===== config.mk =====
export PLATFORM = sky130hd
export DESIGN_NAME = game_sequencer
export DESIGN_NICKNAME = d
export VERILOG_FILES = /design/src/rtl/game_sequencer.sv
export SDC_FILE = /design/constraint.sdc
export NUM_CORES = 1
export LEC_CHECK = 0
export ABC_CLOCK_PERIOD_IN_PS = 8100
export BUFFER_PORTS_ARGS = -buffer_cell sky130_fd_sc_hd__buf_2
export CAP_MARGIN = 20
export CORE_ASPECT_RATIO = 1.75
export CORE_MARGIN = 1.5
export CORE_UTILIZATION = 48
export DETAILED_ROUTE_END_ITERATION = 10
export PLACE_DENSITY = 0.67
export RECOVER_POWER = 25
export SYNTH_ARGS = -nofsm -noshare
export SYNTH_HDL_FRONTEND = slang
export SYNTH_SLANG_ARGS = --single-unit

===== constraint.sdc =====
create_clock -name i_clk -period 8.1 [get_ports i_clk]
set_clock_uncertainty 0.05 [all_clocks]
set_input_delay 1.215 -clock i_clk [delete_from_list [all_inputs] [get_ports i_clk]]
set_output_delay 1.215 -clock i_clk [all_outputs]
set_load 0.05 [all_outputs]

===== src/rtl/game_sequencer.sv =====
// game_sequencer: IDLE/PLAY/OVER game-flow controller. It schedules LFSR-chosen lane spawns and tracks score, difficulty and lives.
// Optional build macro SEQ_NO_REPEAT_EN: consecutive spawns never land in the same lane.
module game_sequencer #(
  parameter int          BASE_INTERVAL = 16,
  parameter int          INTERVAL_STEP = 2,
  parameter int          MIN_INTERVAL  = 4,
  parameter int          PTS_PER_LEVEL = 10,
  parameter int          MAX_DIFF      = 7,
  parameter int          START_LIVES   = 3,
  parameter logic [15:0] LFSR_SEED     = 16'hACE1
) (
  input  logic        i_clk,
  input  logic        i_rst,
  input  logic        i_tick,
  input  logic        i_start,
  input  logic        i_hit_valid,
  input  logic        i_hit_good,
  output logic        o_spawn_valid,
  output logic [1:0]  o_spawn_lane,
  output logic [1:0]  o_state,
  output logic [13:0] o_score,
  output logic [3:0]  o_diff,
  output logic [2:0]  o_lives
);

  typedef enum logic [1:0] {
    ST_IDLE = 2'd0,
    ST_PLAY = 2'd1,
    ST_OVER = 2'd2
  } state_t;

  localparam logic [7:0]  BASE8      = 8'(BASE_INTERVAL);
  localparam logic [7:0]  STEP8      = 8'(INTERVAL_STEP);
  localparam logic [7:0]  MIN8       = 8'(MIN_INTERVAL);
  localparam logic [7:0]  PTS8       = 8'(PTS_PER_LEVEL);
  localparam logic [3:0]  DIFF_MAX   = 4'(MAX_DIFF);
  localparam logic [2:0]  LIVES_INIT = 3'(START_LIVES);
  localparam logic [13:0] SCORE_MAX  = 14'd9999;

  state_t       state_reg, state_next;
  logic         start_q_reg;
  logic         spawn_valid_reg;
  logic [1:0]   spawn_lane_reg;
  logic [13:0]  score_reg;
  logic [3:0]   diff_reg;
  logic [2:0]   lives_reg;
  logic [7:0]   cnt_reg;
  logic [7:0]   level_reg;
  logic [15:0]  lfsr_reg;
`ifdef SEQ_NO_REPEAT_EN
  logic [1:0]   prev_lane_reg;
`endif

  logic         start_rise;
  logic         in_play;
  logic         play_entry;
  logic         good_hit;
  logic         miss;
  logic         last_life;
  logic         spawn_due;
  logic         spawn_fire;
  logic [7:0]   step_total;
  logic [7:0]   interval;
  logic [15:0]  lfsr_next;
  logic [1:0]   lane_sel;

  assign start_rise = i_start & ~start_q_reg;
  assign in_play    = (state_reg == ST_PLAY);
  assign play_entry = (state_reg == ST_IDLE) & start_rise;
  assign good_hit   = in_play & i_hit_valid & i_hit_good;
  assign miss       = in_play & i_hit_valid & ~i_hit_good;
  assign last_life  = miss & (lives_reg == 3'd1);

  // Interval in 8 bits, clamped so the subtraction can never wrap below the floor.
  always_comb begin
    step_total = STEP8 * {4'd0, diff_reg};
    if ((step_total < BASE8) && ((BASE8 - step_total) > MIN8))
      interval = BASE8 - step_total;
    else
      interval = MIN8;
  end

  // >= rather than == so a running count already past a freshly shortened interval fires at once instead of wrapping.
  assign spawn_due  = in_play & i_tick & ((cnt_reg + 8'd1) >= interval);
  assign spawn_fire = spawn_due & ~last_life;
  assign lfsr_next  = {lfsr_reg[14:0], lfsr_reg[15] ^ lfsr_reg[13] ^ lfsr_reg[12] ^ lfsr_reg[10]};

  always_comb begin
`ifdef SEQ_NO_REPEAT_EN
    if (lfsr_next[1:0] == prev_lane_reg)
      lane_sel = lfsr_next[1:0] + 2'd1;
    else
      lane_sel = lfsr_next[1:0];
`else
    lane_sel = lfsr_next[1:0];
`endif
  end

  always_ff @(posedge i_clk) begin
    if (i_rst)
      state_reg <= ST_IDLE;
    else
      state_reg <= state_next;
  end

  always_comb begin
    state_next = state_reg;
    case (state_reg)
      ST_IDLE: if (start_rise) state_next = ST_PLAY;
      ST_PLAY: if (last_life)  state_next = ST_OVER;
      ST_OVER: if (start_rise) state_next = ST_IDLE;
      default: state_next = ST_IDLE;
    endcase
  end

  always_comb begin
    o_state       = state_reg;
    o_spawn_valid = spawn_valid_reg;
    o_spawn_lane  = spawn_lane_reg;
    o_score       = score_reg;
    o_diff        = diff_reg;
    o_lives       = lives_reg;
  end

  always_ff @(posedge i_clk) begin
    if (i_rst) begin
      start_q_reg     <= 1'b1;
      spawn_valid_reg <= 1'b0;
      spawn_lane_reg  <= 2'd0;
      score_reg       <= 14'd0;
      diff_reg        <= 4'd0;
      lives_reg       <= LIVES_INIT;
      cnt_reg         <= 8'd0;
      level_reg       <= 8'd0;
      lfsr_reg        <= LFSR_SEED;
`ifdef SEQ_NO_REPEAT_EN
      prev_lane_reg   <= 2'd0;
`endif
    end else begin
      start_q_reg     <= i_start;
      spawn_valid_reg <= spawn_fire;
      if (play_entry) begin
        score_reg <= 14'd0;
        diff_reg  <= 4'd0;
        level_reg <= 8'd0;
        lives_reg <= LIVES_INIT;
        cnt_reg   <= 8'd0;
`ifdef SEQ_NO_REPEAT_EN
        prev_lane_reg <= 2'd0;
`endif
      end else if (in_play) begin
        if (i_tick)
          cnt_reg <= spawn_due ? 8'd0 : cnt_reg + 8'd1;
        if (spawn_fire) begin
          lfsr_reg       <= lfsr_next;
          spawn_lane_reg <= lane_sel;
`ifdef SEQ_NO_REPEAT_EN
          prev_lane_reg  <= lane_sel;
`endif
        end
        if (good_hit) begin
          if (score_reg < SCORE_MAX)
            score_reg <= score_reg + 14'd1;
          if ((level_reg + 8'd1) == PTS8) begin
            level_reg <= 8'd0;
            if (diff_reg < DIFF_MAX)
              diff_reg <= diff_reg + 4'd1;
          end else begin
            level_reg <= level_reg + 8'd1;
          end
        end
        if (miss)
          lives_reg <= lives_reg - 3'd1;
      end else begin
        cnt_reg <= 8'd0;
      end
    end
  end

endmodule

======== Yosys cells after proc, flatten, opt, wreduce, memory -nomap -nowiden ========
Cells that the tools add are included.
storage, ports and cells
  output and inout bits ................... 26
  flip-flop bits (word level) ............. 59
  word-level logic and storage cells ...... 62
  input port bits ......................... 6
operators by class
  reductions and logical operators ........ 10
  order comparisons ....................... 5
  add/subtract/negate cells ............... 6
  eq/ne operators ......................... 7
  muxes and demuxes ....................... 7
  bitwise operators ....................... 17
operators with widths
  kind                     number
  $mux W8                  3
  $add A8 B1 Y8 const B    2
  $add A14 B1 Y14 const B  1
  $lt A14 B14 Y1 const B   1
  $and A1 B1 Y1            9
  $reduce_and A3 Y1        3
  $eq A8 B4 Y1 const B     1
  $ge A8 B8 Y1             1
  $gt A8 B3 Y1 const B     1
  $mux W2                  3
  $pmux W2 S3              1
  $sub A5 B5 Y6 const A    1
  $lt A5 B5 Y1 const B     1
  $not A1 Y1               5
  $add A4 B1 Y4 const B    1
  $lt A4 B3 Y1 const B     1
  $ne A2 B2 Y1 const B     2
  $reduce_and A2 Y1        2
  $reduce_and A4 Y1        1
  $eq A3 B1 Y1 const B     1
  $reduce_or A3 Y1         1
  $sub A3 B1 Y3 const B    1
  $xor A1 B1 Y1            3
  $eq A2 B1 Y1 const B     1
  other kinds (5)          5

======== Logic depth before layout (Yosys ltp) ========
  depth in word-level cells ............... 8
  gate-level depth with buffers ........... 13
  mapped depth without buffers ............ 12

======== Worst setup path after synthesis ========
OpenSTA, ideal clock, no wires.
  path type ............................... reg-to-reg
  from .................................... reg diff_reg[0], in the netlist o_diff[0]
  to ...................................... reg lfsr_reg[12]
  slack ................................... 4.844 ns
  cell stages (with the launch flop) ...... 13
  library setup time ...................... 0.128 ns
  buffers on the path ..................... 1
  clock period less this slack ............ 3.256 ns
  arrival time ............................ 3.079 ns
  cell sequence ........................... dfxtp_1 > inv_1 > ha_1 > nor4_1 > nand2_1 > ha_1 > a21o_1 > a21o_1 > a211o_1 > nand2_4 > buf_6 > mux2i_1 > nor2_1
on the way
  longest elaborated chain between the ends .. 8
  elaborated cells between the ends (all ways) .. 9
  those cells by class .................... add/sub: 1; order compare: 3; mux: 1; bitwise: 2; reduce/logical: 2
RTL lines
  item                           line    RTL
  start, declared                45      logic [3:0] diff_reg;
  start signal, assigned         167     diff_reg <= diff_reg + 4'd1;
  $sub A5 B5 Y6                  77, 78
  $gt A8 B3 Y1                   77      if ((step_total < BASE8) && ((BASE8 - step_total) > MIN8))
  $logic_and A1 B1 Y1            77
  $mux W8 *                      77
  $ge A8 B8 Y1 *                 84      assign spawn_due = in_play & i_tick & ((cnt_reg + 8'd1) >= interval);
  $and A1 B1 Y1 *                84
  $and A1 B1 Y1 *                85      assign spawn_fire = spawn_due & ~last_life;
  $reduce_and A3 Y1 (no line) *  -
  end signal, assigned           155     lfsr_reg <= lfsr_next;
  end, declared                  49      logic [15:0] lfsr_reg;
Mark *: on every way between the ends. The rest lies on a longest branch, timed or not.
A chain may end at the register's enable or synchronous reset.

======== Worst setup path after layout ========
  from .................................... reg diff_reg[0], in the netlist o_diff[0]
  to ...................................... reg lfsr_reg[14]
Same word-level chain as after synthesis.

==> reports/results.txt <==
CTS max path bufs = 2
top_reg_cell synth = dfxtp_1
hold slack = 0.4155 ns
IO Port Bufs = 31
core area = 5926 sq um
# setup viols final = 0
actual slew at the worst max-slew pin = 0.9409 ns
Final Hold Fails = 0
FFs w/ async S/R, synth = 0
critical path required time = 8.23 ns
utilization after layout = 0.5591
vias = 2,423
status = finished, final reports clean
clock power share = 0.429
pwr dens = 159.9 nW/um^2
Slew Limit Fails = 0
pre-CTS WS = 4.989 ns
cell-internal power = 408.1 uW
layout cells sized above 1 = 0.1260
clk slew on worst S/H paths = 0.06 ns
die area = 6688 sq um
Leakage = 1.406 nW
Critical Path AT = 3.26 ns
max reg flops = 16
Seq/Total Area, Yosys = 0.3909
syn_area_per_cell = 9.001 sq um
crit path max fanout = 17
Critical Setup Path Class = flip-flop to flip-flop
Hold Crit Class = flip-flop to flip-flop
VDD IR max = 117.1 uV
relative slew slack = 0.3727
Overflow after GRT = 0
post-synthesis cell count = 330
# rows = 37
First-pass DRT Iterations = 4
post-DR vias/cell = 5.470
f_max = 0.3193 GHz
CTS tree = yes
Cell Area, Synth = 2970 sq um
largest area contributor in the netlist = dfxtp_1
PostCTS Resize Cnt = 0
fin crit period = 3.132 ns
GRT Total Usage = 0.1879
postcts setup bufs = 0
post-detail-place hpwl = 4.056 mm
Post-Syn Nets = 352
initial antenna violation count = 0
total CTS buffers = 9
post-synth cell types = 54
most common cell in the netlist = dfxtp_1
Worst-Skew Late Latency = 0.33 ns
Post-synth EDFFs = 0
Clock Sinks = 58
Final Net Count = 382
Yosys warning count = 0
H-tree Lvls = 3
first-pass GRT wire length = 10.21 mm
Avg WL per Cell = 12.79 microns
critical path capture point type = flip-flop
post-route setup TNS = 0 ns
Ant. Diodes = 0
Die Span Y = 107.1 microns
CTS Hold Buffers Added = 0
combinational power share = 0.029
Max Cap Viol = 0
commonest cells in the netlist = dfxtp_1 (58), nor2_1 (41), nand2_1 (25)
CP Launch Type = flip-flop
total wire length = 5.667 mm
sw power = 121.6 uW
part of the power in registers = 0.543
CTS root buf = clkbuf_8
synthesized flop and latch total = 58
GPL Wtd Cong = 0.7974
Starting Density = 0.5013
vias in the first global route = 2,334
top cells by area, synth = dfxtp_1 (39%), ha_1 (6.7%), nor2_1 (5.2%)
fin crit share = 0.3866
width of the die = 62.47 microns
top cell type's share of synthesized area = 0.3909
Remaining DRCs = 0
RSZ-0062 raised after global routing = false
largest net degree at the start of global routing = 27
DRT iter0 DRCs = 85
Detail Route Antenna Nets = 0
final setup margin = 4.968 ns
Area Overhead vs Synth = 11.54%
I/O pins = 32
Sw Ratio = 0.2295
-- critical path, cell delays in order, from the launching register on --
cell and delay [ns]:
dfxtp_1 0.41, inv_1 0.13, ha_1 0.25, nor4_1 0.29, nand2_1 0.17, ha_1 0.31, a21o_1 0.18, a21o_1 0.21
a211o_1 0.42, nand2_4 0.27, mux2i_1 0.22, nor2_1 0.06
-- path summary, 6_finish.rpt --
path	start	end	slack (ns)	cells past startpoint
worst max-delay path	o_diff[0]	lfsr_reg[14]	4.97	11
worst min-delay path	lfsr_reg[6]	lfsr_reg[6]	0.42	1
worst max register to register	o_diff[0]	lfsr_reg[14]	4.97	11
worst min register to register	lfsr_reg[6]	lfsr_reg[6]	0.42	1
-- cell type report --
class | count | area, sq um
repair buffers | 31 | 141.4
flip-flops and latches | 58 | 1161
multi-input cells | 252 | 1719
clock buffers | 13 | 148.9
clock inverters | 3 | 15.01
fillers | 611 | 2613
inverters | 8 | 30.03
well taps | 78 | 97.59
-- kinds of logic after synthesis --
family | Yosys count | share of synthesized area
buf+inv | 20 | 0.03033
fa+ha+maj | 16 | 0.06740
simple gates | 136 | 0.2376
compound gates | 63 | 0.1613
flops | 58 | 0.3909
mux | 8 | 0.02696
xor+xnor | 29 | 0.08551
-- power by group through the flow --
stage	Sequential (mW)	Combinational (mW)	Clock (mW)
3_3_place_gp	0.294	0.0153	0
6_report	0.287	0.0151	0.227
5_1_grt	0.287	0.0171	0.251
2_1_floorplan	0.295	0.00924	0
4_1_cts	0.287	0.0155	0.235
3_5_place_dp	0.294	0.0155	0
-- per-layer routing --
layer / vias to the layer above / routed length, microns / GRT usage
li1: 1252 / - / -
met1: 1124 / 2565 / 0.2220
met2: 38 / 2847 / 0.3187
met3: 9 / 167 / 0.04302
met4: 0 / 86 / 0.09048
met5: - / 0 / 0
-- cells in the final DEF (no fill, tap or decap), types with 5 or more instances in the layout --
| master | count |
|---|---|
| or3_1 | 5 |
| mux2i_1 | 8 |
| a21oi_1 | 13 |
| buf_2 | 20 |
| nor2_1 | 41 |
| inv_1 | 8 |
| clkbuf_8 | 10 |
| nand3_1 | 12 |
| dfxtp_1 | 58 |
| o21ai_0 | 10 |
| nand2_1 | 25 |
| nand4_1 | 10 |
| nand2b_1 | 5 |
| xor2_1 | 17 |
| xnor2_1 | 12 |
| and3_1 | 13 |
| a211o_1 | 8 |
| ha_1 | 16 |
| a21o_1 | 5 |
| clkbuf_1 | 14 |
-- stage by stage --
step	power, mW	cell area, sq um	std cells
2_1_floorplan	0.3044	2970	330
3_3_place_gp	0.3090	3163	427
3_5_place_dp	0.3092	3163	427
4_1_cts	0.5380	3327	443
5_1_grt	0.5555	3313	443
6_report	0.5297	3313	443
No activity file was read; power rests on OpenSTA's default activity.
